## src/rtl/debounce_edge.sv

```systemverilog
// debounce_edge: qualifies the synchronized discrete input against a
// programmable stability window. Outputs a clean level and single-cycle
// rise/fall pulses. Define DEBOUNCE_EVCNT_EN to compile in a saturating
// counter of qualified rising edges (cnt_clr, evt_cnt, cnt_sat).
module debounce_edge #(
    parameter int unsigned STABLE_CYC = 16,
    parameter int unsigned CNT_W      = 16
) (
    input  logic             clk,
    input  logic             rst,
    input  logic             sync_in,
    output logic             level_out,
    output logic             rise_pls,
    output logic             fall_pls
`ifdef DEBOUNCE_EVCNT_EN
    ,
    input  logic             cnt_clr,
    output logic [CNT_W-1:0] evt_cnt,
    output logic             cnt_sat
`endif
);

    // Reject out-of-range configurations at elaboration time.
    if (STABLE_CYC < 2 || STABLE_CYC > 65535 || CNT_W < 4 || CNT_W > 32) begin : g_bad_cfg
        $error("debounce_edge: STABLE_CYC or CNT_W out of range");
    end

    localparam int unsigned SW = $clog2(STABLE_CYC) + 1;
    localparam logic [SW-1:0] STAB_ONE  = SW'(1);
    localparam logic [SW-1:0] STAB_LAST = SW'(STABLE_CYC - 1);

    typedef enum logic [1:0] {
        LO_STABLE,
        LO_CHECK,
        HI_STABLE,
        HI_CHECK
    } state_t;

    state_t        state;
    logic [SW-1:0] stab_cnt;

    // Debounce FSM: a new input value must persist STABLE_CYC samples before
    // the level flips; any return to the old value restarts qualification.
    always_ff @(posedge clk) begin
        // NOTE: sequential state uses non-blocking assignments so every
        // register samples pre-edge values regardless of statement order.
        if (rst) begin
            state     <= LO_STABLE;
            stab_cnt  <= '0;
            level_out <= 1'b0;
            rise_pls  <= 1'b0;
            fall_pls  <= 1'b0;
        end else begin
            // Pulses default low so each lasts exactly one cycle.
            rise_pls <= 1'b0;
            fall_pls <= 1'b0;
            case (state)
                LO_STABLE: begin
                    if (sync_in) begin
                        state    <= LO_CHECK;
                        stab_cnt <= STAB_ONE;
                    end
                end
                LO_CHECK: begin
                    if (!sync_in) begin
                        state    <= LO_STABLE;
                        stab_cnt <= '0;
                    end else if (stab_cnt == STAB_LAST) begin
                        state     <= HI_STABLE;
                        stab_cnt  <= '0;
                        level_out <= 1'b1;
                        rise_pls  <= 1'b1;
                    end else begin
                        stab_cnt <= stab_cnt + STAB_ONE;
                    end
                end
                HI_STABLE: begin
                    if (!sync_in) begin
                        state    <= HI_CHECK;
                        stab_cnt <= STAB_ONE;
                    end
                end
                HI_CHECK: begin
                    if (sync_in) begin
                        state    <= HI_STABLE;
                        stab_cnt <= '0;
                    end else if (stab_cnt == STAB_LAST) begin
                        state     <= LO_STABLE;
                        stab_cnt  <= '0;
                        level_out <= 1'b0;
                        fall_pls  <= 1'b1;
                    end else begin
                        stab_cnt <= stab_cnt + STAB_ONE;
                    end
                end
                default: begin
                    state    <= LO_STABLE;
                    stab_cnt <= '0;
                end
            endcase
        end
    end

`ifdef DEBOUNCE_EVCNT_EN
    localparam logic [CNT_W-1:0] CNT_MAX = '1;
    localparam logic [CNT_W-1:0] CNT_ONE = CNT_W'(1);

    logic [CNT_W-1:0] evt_nxt;

    // Next event count: clear wins, but a coincident rise still counts as one.
    always_comb begin
        // NOTE: the default assignment first keeps this block latch-free.
        evt_nxt = evt_cnt;
        if (cnt_clr) begin
            evt_nxt = rise_pls ? CNT_ONE : '0;
        end else if (rise_pls && (evt_cnt != CNT_MAX)) begin
            evt_nxt = evt_cnt + CNT_ONE;
        end
    end

    // Register the count and its saturation flag together.
    always_ff @(posedge clk) begin
        if (rst) begin
            evt_cnt <= '0;
            cnt_sat <= 1'b0;
        end else begin
            evt_cnt <= evt_nxt;
            cnt_sat <= (evt_nxt == CNT_MAX);
        end
    end
`endif

endmodule

```

## config.mk

```make
export PLATFORM = sky130hd
export DESIGN_NAME = debounce_edge
export DESIGN_NICKNAME = d
export VERILOG_FILES = /design/src/rtl/debounce_edge.sv
export SDC_FILE = /design/constraint.sdc
export NUM_CORES = 1
export LEC_CHECK = 0
export BUFFER_PORTS_ARGS = -buffer_cell sky130_fd_sc_hd__buf_4
export CORE_AREA = 3 3 40 42
export DETAILED_ROUTE_END_ITERATION = 10
export DIE_AREA = 0 0 43 45
export PLACE_DENSITY = 0.55
export SYNTH_ARGS = -nofsm -noshare
export SYNTH_HDL_FRONTEND = slang
export SYNTH_SLANG_ARGS = --single-unit
```

## constraint.sdc

```tcl
create_clock -name clk -period 1.6 [get_ports clk]
set_input_delay 0.16 -clock clk [delete_from_list [all_inputs] [get_ports clk]]
set_output_delay 0.16 -clock clk [all_outputs]
set_load 0.05 [all_outputs]
```

Word-level counts from Yosys, hierarchy flattened
Index checks and enable logic that the tools add are counted.
{ "classes": {"n_eq_ne": 12, "addsub": 1, "n_bitwise": 3, "reduce_logical": 7, "muxes": 19} }
{ "ops": {"columns": ["operator", "n"], "rows": [
  ["2-to-1 mux 5 bit", 5],
  ["one-hot mux 5 bit (4 select lines)", 1],
  ["2-to-1 mux 2 bit", 6],
  ["!= test 2 bit, second input constant", 6],
  ["one-hot mux 2 bit (4 select lines)", 1],
  ["!= test 3 bit, second input constant", 2],
  ["OR reduction 3 bit", 2],
  ["adder 5 x 1 -> 5 bit, second input constant", 1],
  ["== test 5 x 4 -> 1 bit, second input constant", 1],
  ["2-to-1 mux 1 bit", 5],
  ["AND reduction 5 bit", 1],
  ["== test 2 bit, second input constant", 2],
  ["AND reduction 4 bit", 1],
  ["NOT 1 bit", 3],
  ["== test 2 x 1 -> 1 bit, second input constant", 1],
  ["zero test 2 bit", 1],
  ["one-hot mux 1 bit (2 select lines)", 1],
  ["AND reduction 2 bit", 1],
  ["nonzero test 2 bit", 1]
]} }
{ "word_totals": {"regBits": 10, "in_bits": 3, "elab_cells": 47} }

Longest topological paths before layout
Gate-level depths: netlist of run 1.
{ "logic_depth": {"word_depth": 4, "mapped_depth": 4} }

Worst setup path before layout of run 1
No wires, ideal clock.
{ "synth_path": {"path_type": "register to register", "startpoint": "register stab_cnt[0]", "endpoint": "register level_out", "required_ns": 1.505, "setup_time_ns": 0.095, "arrival_ns": 1.095, "path_stages_with_launch": 5, "setup_slack_ns": 0.409, "path_cell_list": "dfxtp_1 ha_1 and4b_1 nand2_1 o311ai_1"} }
{ "synth_between": {"elab_chain_len": 3} }
{ "synth_rtl": {"columns": ["item", "line_no", "rtl"], "rows": [
  ["start: declaration", "40", "logic [SW-1:0] stab_cnt;"],
  ["start signal: assignment", "74", "stab_cnt <= stab_cnt + STAB_ONE;"],
  ["start signal: assignment", "93", "stab_cnt <= stab_cnt + STAB_ONE;"],
  ["== test 5 x 4 -> 1 bit *", "68, 87", null],
  ["!= test 2 bit (no source line)", null, null],
  ["AND reduction 5 bit (no source line) *", null, null],
  ["end signal: assignment", "50", "level_out <= 1'b0;"],
  ["end signal: assignment", "71", "level_out <= 1'b1;"],
  ["end signal: assignment", "90", "level_out <= 1'b0;"],
  ["end: declaration", "12", "output logic level_out,"]
]} }
Mark *: on every way between the ends. The rest lies on a longest branch, timed or not.
A chain may end at the register's enable or synchronous reset.

Final worst setup path of run 1
Ends and elaborated chain as after synthesis.

==> results.cfg, run 1 <==
[die]
die_w_um = 43
ioPinCount = 6
initial_core_util_pct = 36.81
die_area_um2 = 1935
core_region_area_um2 = 1285
die_y_um = 45
num_rows = 13

[clocking]
cts_root_buf = clkbuf_4
insertion_delay_ns = 0.26
cts.repair.resized = 0
clk_path_buf_depth = 2
htreeDepth = 1
clkSlewWorstSetupHoldPaths_ns = 0.07
tritoncts = done
cts_hold_buf = 0
cts_setup_buffers = 0
clock_sinks = 10
cts_buffers = 3

[timing]
finalHoldViolations = 0
finalClockSkew_ns = 0.002068
rsz0062_at_grt = no
timing.hold.ws_ns = 0.1128
setup_violations = 0
fmax_ghz = 0.7462
worstMarginPinSlew_ns = 0.4173
relSlewSlack_pct = 72.16
drv_slew = 0
tns_ns = 0
fin_crit_ns = 1.340
fin_crit_sh_pct = 83.76
worst_slack_ns = 0.2599

[layout]
diodes = 0
drive_gt1_share_pct = 18.64
area_growth_pct = 17.72
fin_nets = 64
layout.cells.non_filler = 74

[setup_path]
crit_type = flop to flop
startpoint_type = flop
crit_arrival_ns = 1.52
cp.buffers_inverters = 0
crit_fanout = 5
cp_slowest_cell = dfxtp_1
path_cells = ha_1 > and4b_1 > nand2_1 > o311ai_1
cpLargestDelayFamily = flip-flops
crit_path_max_incr_delay_ns = 0.36
critPathRequiredTime_ns = 1.78
endpoint_kind = flop

[synth]
synthTopCellsByArea = dfxtp_1 (42%), nand3_1 (4.2%), xor2_2 (3.4%)
synth-compound-area-share_pct = 17.99
ys_async_sr_fraction_pct = 0
ys_ff_latch = 10
synth_nets = 56
ys_warn_count = 0
syn_area_um2 = 473.0
synthAdderAreaFrac_pct = 2.646
synthMuxAreaShare_pct = 0
synth.distinct_cells = 27
syn-instance-count = 52
synth_top_area_cell = dfxtp_1
synth_edf_count = 0
synth-xor-area-share_pct = 3.439
yosysMostFrequentCell = dfxtp_1
ys_top_cells_by_count = dfxtp_1 (10), nand2_1 (4), nand3_1 (4)
synth_top_family_by_area = simple AND/OR/NAND/NOR gates
synth_ff_type = dfxtp_1
ys_seq_area_share_pct = 42.33
yosys.area_share.simple_pct = 29.37
syn_avg_cell_area_um2 = 9.095
synth_top_area_share_pct = 42.33

[detailed_routing]
drt-vias-per-instance = 5.662
finalWirelength_um = 941
dr_total_vias = 419
dr.pass1.iters = 4
drt_iter0_drc = 10
drtAntennaViolNets = 0
post_drt_wl_per_cell_um = 12.72
remaining_drc_errors = 0

[placement]
dp_hpwl_um = 658.8
io_buffer_count = 5
post-place-cells = 70
preCtsSetupSlack_ns = 0.2903
gp_congestion = 0.7891

[power_and_ir_drop]
leakage_nw = 0.2187
power_density_nw_per_um2 = 919.6
ir_worst_vdd_mv = 0.4681

[grt]
grt_max_degree = 11
antenna_found_initial = 0
grt_pass1_vias = 365
overflow = 0
grt_first_pass_wirelength_um = 1538
grt_util_all_layers_pct = 10.87

[run_status]
status = finished, final reports clean

[run]
cap_violations = 0

[hold_path]
min_path_type = input port to flop
[layout by cell type, fill, tap and decap left out, types with 2 or more instances in the layout]
cell type | netlist | final
dfxtp_1 | 10 | 10
inv_1 | 3 | 3
nand2_1 | 4 | 4
nand2b_1 | 2 | 2
a21oi_1 | 3 | 3
o211ai_1 | 2 | 2
clkbuf_4 | 0 | 3
buf_4 | 0 | 5
o21ai_0 | 3 | 3
nand4_1 | 2 | 2
nor2b_1 | 2 | 2
nand3_1 | 4 | 4
[where the power goes]
group          internal, mW  switching, mW
combinational        0.0110         0.0166
clock                 0.138         0.0877
sequential            0.253        0.00579
total                 0.402          0.110
[metrics by stage]
stage          instance area [um2]  utilization, %  total power, mW
6_report                     556.8           43.33           0.5120
5_1_grt                      556.8           43.33           0.5439
4_1_cts                      556.8           43.33           0.5245
3_5_place_dp                 520.5           40.51           0.2914
3_3_place_gp                 520.5           40.51           0.2919
2_1_floorplan                473.0               -           0.2815
[area by class of cell]
class | count | area, um2
clock buffer | 4 | 36.28
tap | 15 | 18.77
multi-input combinational | 37 | 252.7
fill | 131 | 728.2
inverter | 3 | 11.26
timing repair buffer | 5 | 37.54
sequential | 10 | 200.2
[worst paths after layout]
kind,endpoint,cells after the start,from,slack (ns)
max reg2reg,level_out,4,stab_cnt[0],0.26
min,fall_pls,2,sync_in,0.11
max,level_out,4,stab_cnt[0],0.26
min reg2reg,stab_cnt[4],2,stab_cnt[4],0.45
[sequential cells by signal, summed over array words and instances, names as in the netlist, named ones only]
| name | flops |
|---|---|
| state | 1 |
| stab_cnt | 5 |
| level_out | 1 |
| rise_pls | 1 |
| fall_pls | 1 |
[per-layer routing]
layer,wire length (um),GRT usage (%)
met4,0,3.614
met3,68,5.976
met1,431,12.93
met2,440,16.77
met5,0,0
[cells by family (layout without fill, tap and decap cells)]
group,Yosys count,after routing
AO/OA/AOI/OAI,12,12
XOR/XNOR,1,1
adder cells (fa/ha/maj),1,1
buffers and inverters,5,12
flip-flops,10,10
AND/OR/NAND/NOR,23,23
(Power assumes the default switching activity.)
==> inputs of run 2 (changes only) <==
--- a/config.mk
+++ b/config.mk
@@ -5,11 +5,12 @@
 export SDC_FILE = /design/constraint.sdc
 export NUM_CORES = 1
 export LEC_CHECK = 0
+export ABC_AREA = 1
 export BUFFER_PORTS_ARGS = -buffer_cell sky130_fd_sc_hd__buf_4
 export CORE_AREA = 3 3 40 42
 export DETAILED_ROUTE_END_ITERATION = 10
 export DIE_AREA = 0 0 43 45
-export PLACE_DENSITY = 0.55
+export PLACE_DENSITY = 0.53
 export SYNTH_ARGS = -nofsm -noshare
 export SYNTH_HDL_FRONTEND = slang
 export SYNTH_SLANG_ARGS = --single-unit
==> constraint.sdc (replaced) <==
create_clock -name clk -period 1.34 [get_ports clk]
set_input_delay 0.134 -clock clk [delete_from_list [all_inputs] [get_ports clk]]
set_output_delay 0.134 -clock clk [all_outputs]
set_load 0.05 [all_outputs]
==> run 2 against run 1 <==
Sequential power increased by 27%. Design area decreased by 3.4%. Maximum frequency increased by 14%. Sequential share of layout area increased by 1.3 points. Highest routed layer unchanged.
==> results.cfg, run 2 <==
[setup_path]
critPathRequiredTime_ns = 1.54
startpoint_type = flop
crit_path_max_incr_delay_ns = 0.38
r2r_start = stab_cnt[0]
path_cells = ha_2 > nand3_1 > nor2_2 > nand3_1 > o21ai_1
crit_fanout = 4
crit_arrival_ns = 1.37
startpoint = stab_cnt[0]
crit_type = flop to flop
path_common_cell = nand3_1
cp_slowest_cell = dfxtp_1
endpoint_kind = flop

[synth]
synthTopCellsByArea = dfxtp_1 (45%), nand2_1 (8.5%), nand2_2 (8.5%)
synth.distinct_cells = 17
syn_avg_cell_area_um2 = 7.727
ys_async_sr_fraction_pct = 0
synth_nets = 61
synth_edf_count = 0
synth_ff_type = dfxtp_1
ys_top_cells_by_count = dfxtp_1 (10), nand2_1 (10), nand2_2 (6), nand3_1 (6), nor2_1 (6)
ys_seq_area_share_pct = 45.45
ys_ff_latch = 10
syn-instance-count = 57
synth_top_area_cell = dfxtp_1
ys_warn_count = 0
synth_top_area_share_pct = 45.45
syn_area_um2 = 440.4

[detailed_routing]
finalWirelength_um = 796
dr_total_vias = 381
drt-vias-per-instance = 4.704
drtAntennaViolNets = 0
post_drt_wl_per_cell_um = 9.827
drt_iter0_drc = 7
dr.pass1.iters = 3
remaining_drc_errors = 0

[clocking]
tritoncts = done
insertion_delay_ns = 0.26
cts_setup_buffers = 0
cts_buffers = 3
clk_path_buf_depth = 2
cts_hold_buf = 0
cts_root_buf = clkbuf_4
clkSlewWorstSetupHoldPaths_ns = 0.06
clock_sinks = 10
htreeDepth = 1
cts.repair.resized = 0

[power_and_ir_drop]
seqPwrFrac_pct = 48.4
combPwrFrac_pct = 12.5
leakage_nw = 0.2186
intPower_uw = 509.3
sw_frac_of_total_pct = 24.96
switchingPower_uw = 169.4
ir_worst_vdd_mv = 0.6579
p_clk_share_pct = 39.1
power_density_nw_per_um2 = 1262

[die]
num_rows = 13
ioPinCount = 6
die_y_um = 45
core_region_area_um2 = 1285
die_area_um2 = 1935
initial_core_util_pct = 34.27
die_w_um = 43

[grt]
antenna_found_initial = 0
grt_pass1_vias = 368
grt_first_pass_wirelength_um = 1428
overflow = 0
grt_util_all_layers_pct = 10.18
grt_max_degree = 7

[timing]
fmax_ghz = 0.8523
fin_crit_ns = 1.173
relSlewSlack_pct = 83.91
tns_ns = 0
rsz0062_at_grt = no
finalClockSkew_ns = 0.004042
worstMarginPinSlew_ns = 0.2411
finalHoldViolations = 0
fin_crit_sh_pct = 87.56
setup_violations = 0
drv_slew = 0

[layout]
largest_register_ff_count = 5
fin_nets = 71
drive_gt1_share_pct = 31.82
top_register = stab_cnt
area_growth_pct = 22.16
n_fill_cell = 142
layout.cells.non_filler = 81
layout_common_cells = nand2_1 (10), dfxtp_1 (10), nand2_2 (6), nand3_1 (6)
diodes = 0

[hold_path]
min_path_type = input port to flop
worstHoldStart = rst

[placement]
gp_congestion = 0.7194
io_buffer_count = 5
dp_hpwl_um = 623.9
post-place-cells = 77

[run_status]
status = finished, final reports clean

[run]
cap_violations = 0
## run 2: cell count changes after synthesis, sizes merged, moves of 2 or more
cell    previous run  this run
inv                3         5
nand2              4        16
nand2b             2         0
nand3              4         6
nor2               1         7
nor2b              2         0
o211ai             3         0
## run 2: area by class of cell
class / instances / area, um2 / share of cell area [%]
Tap cell: 15 / 18.77 / 3.488
Timing Repair Buffer: 5 / 37.54 / 6.977
Sequential cell: 10 / 200.2 / 37.21
Inverter: 5 / 18.77 / 3.488
Multi-Input combinational cell: 42 / 226.5 / 42.09
Clock buffer: 4 / 36.28 / 6.744
## run 2: power by group through the flow
stage | clock network, mW | logic [mW] | registers, mW
after floorplan | 0 | 0.0650 | 0.332
after global placement | 0 | 0.0866 | 0.335
after detailed placement | 0 | 0.0853 | 0.335
after CTS | 0.277 | 0.0864 | 0.328
after global routing | 0.295 | 0.0970 | 0.331
final | 0.266 | 0.0846 | 0.329
## run 2: path summary, 6_finish.rpt
path	end	slack, ns	cells past startpoint
setup / recovery	level_out	0.17	5
hold / removal	stab_cnt[3]	0.06	2
setup reg to reg	level_out	0.17	5
hold reg to reg	stab_cnt[4]	0.49	2
## run 2: logic make-up (layout without fill, tap and decap cells)
kind of cell | Yosys count | count (layout) | synth area share, %
compound gates | 8 | 8 | 9.659
xor+xnor | 1 | 1 | 1.989
fa+ha+maj | 1 | 1 | 2.840
buf+inv | 5 | 14 | 4.262
flops | 10 | 10 | 45.45
simple gates | 32 | 32 | 35.80
## run 2: critical path, delay by kind of cell (launching register included)
family,cells,cell delay (ns)
compound gates,1,0.14
fa+ha+maj,1,0.22
flops,1,0.38
simple gates,3,0.37
## run 2: through the flow
step | hold WS, ns | total power, mW | worst slack [ns] | util [%] | area [um2]
detailed placement | 0.3477 | 0.4201 | 0.1440 | 38.66 | 496.7
global placement | 0.3463 | 0.4211 | 0.1750 | 38.66 | 496.7
finish | 0.06408 | 0.6787 | 0.1667 | 41.87 | 538.0
CTS | 0.05834 | 0.6907 | 0.1247 | 41.48 | 533.0
floorplan | 0.2031 | 0.3966 | 0.2618 | - | 440.4
global route | 0.05319 | 0.7230 | 0.02054 | 41.87 | 538.0
## run 2: routing by layer
| layer | up-vias | GRT usage [%] | routed length (um) |
|---|---|---|---|
| met5 | - | 0 | 0 |
| met4 | 0 | 3.614 | 0 |
| met3 | 0 | 5.976 | 67 |
| met2 | 8 | 17.07 | 367 |
| met1 | 170 | 10.68 | 361 |
| li1 | 203 | - | - |
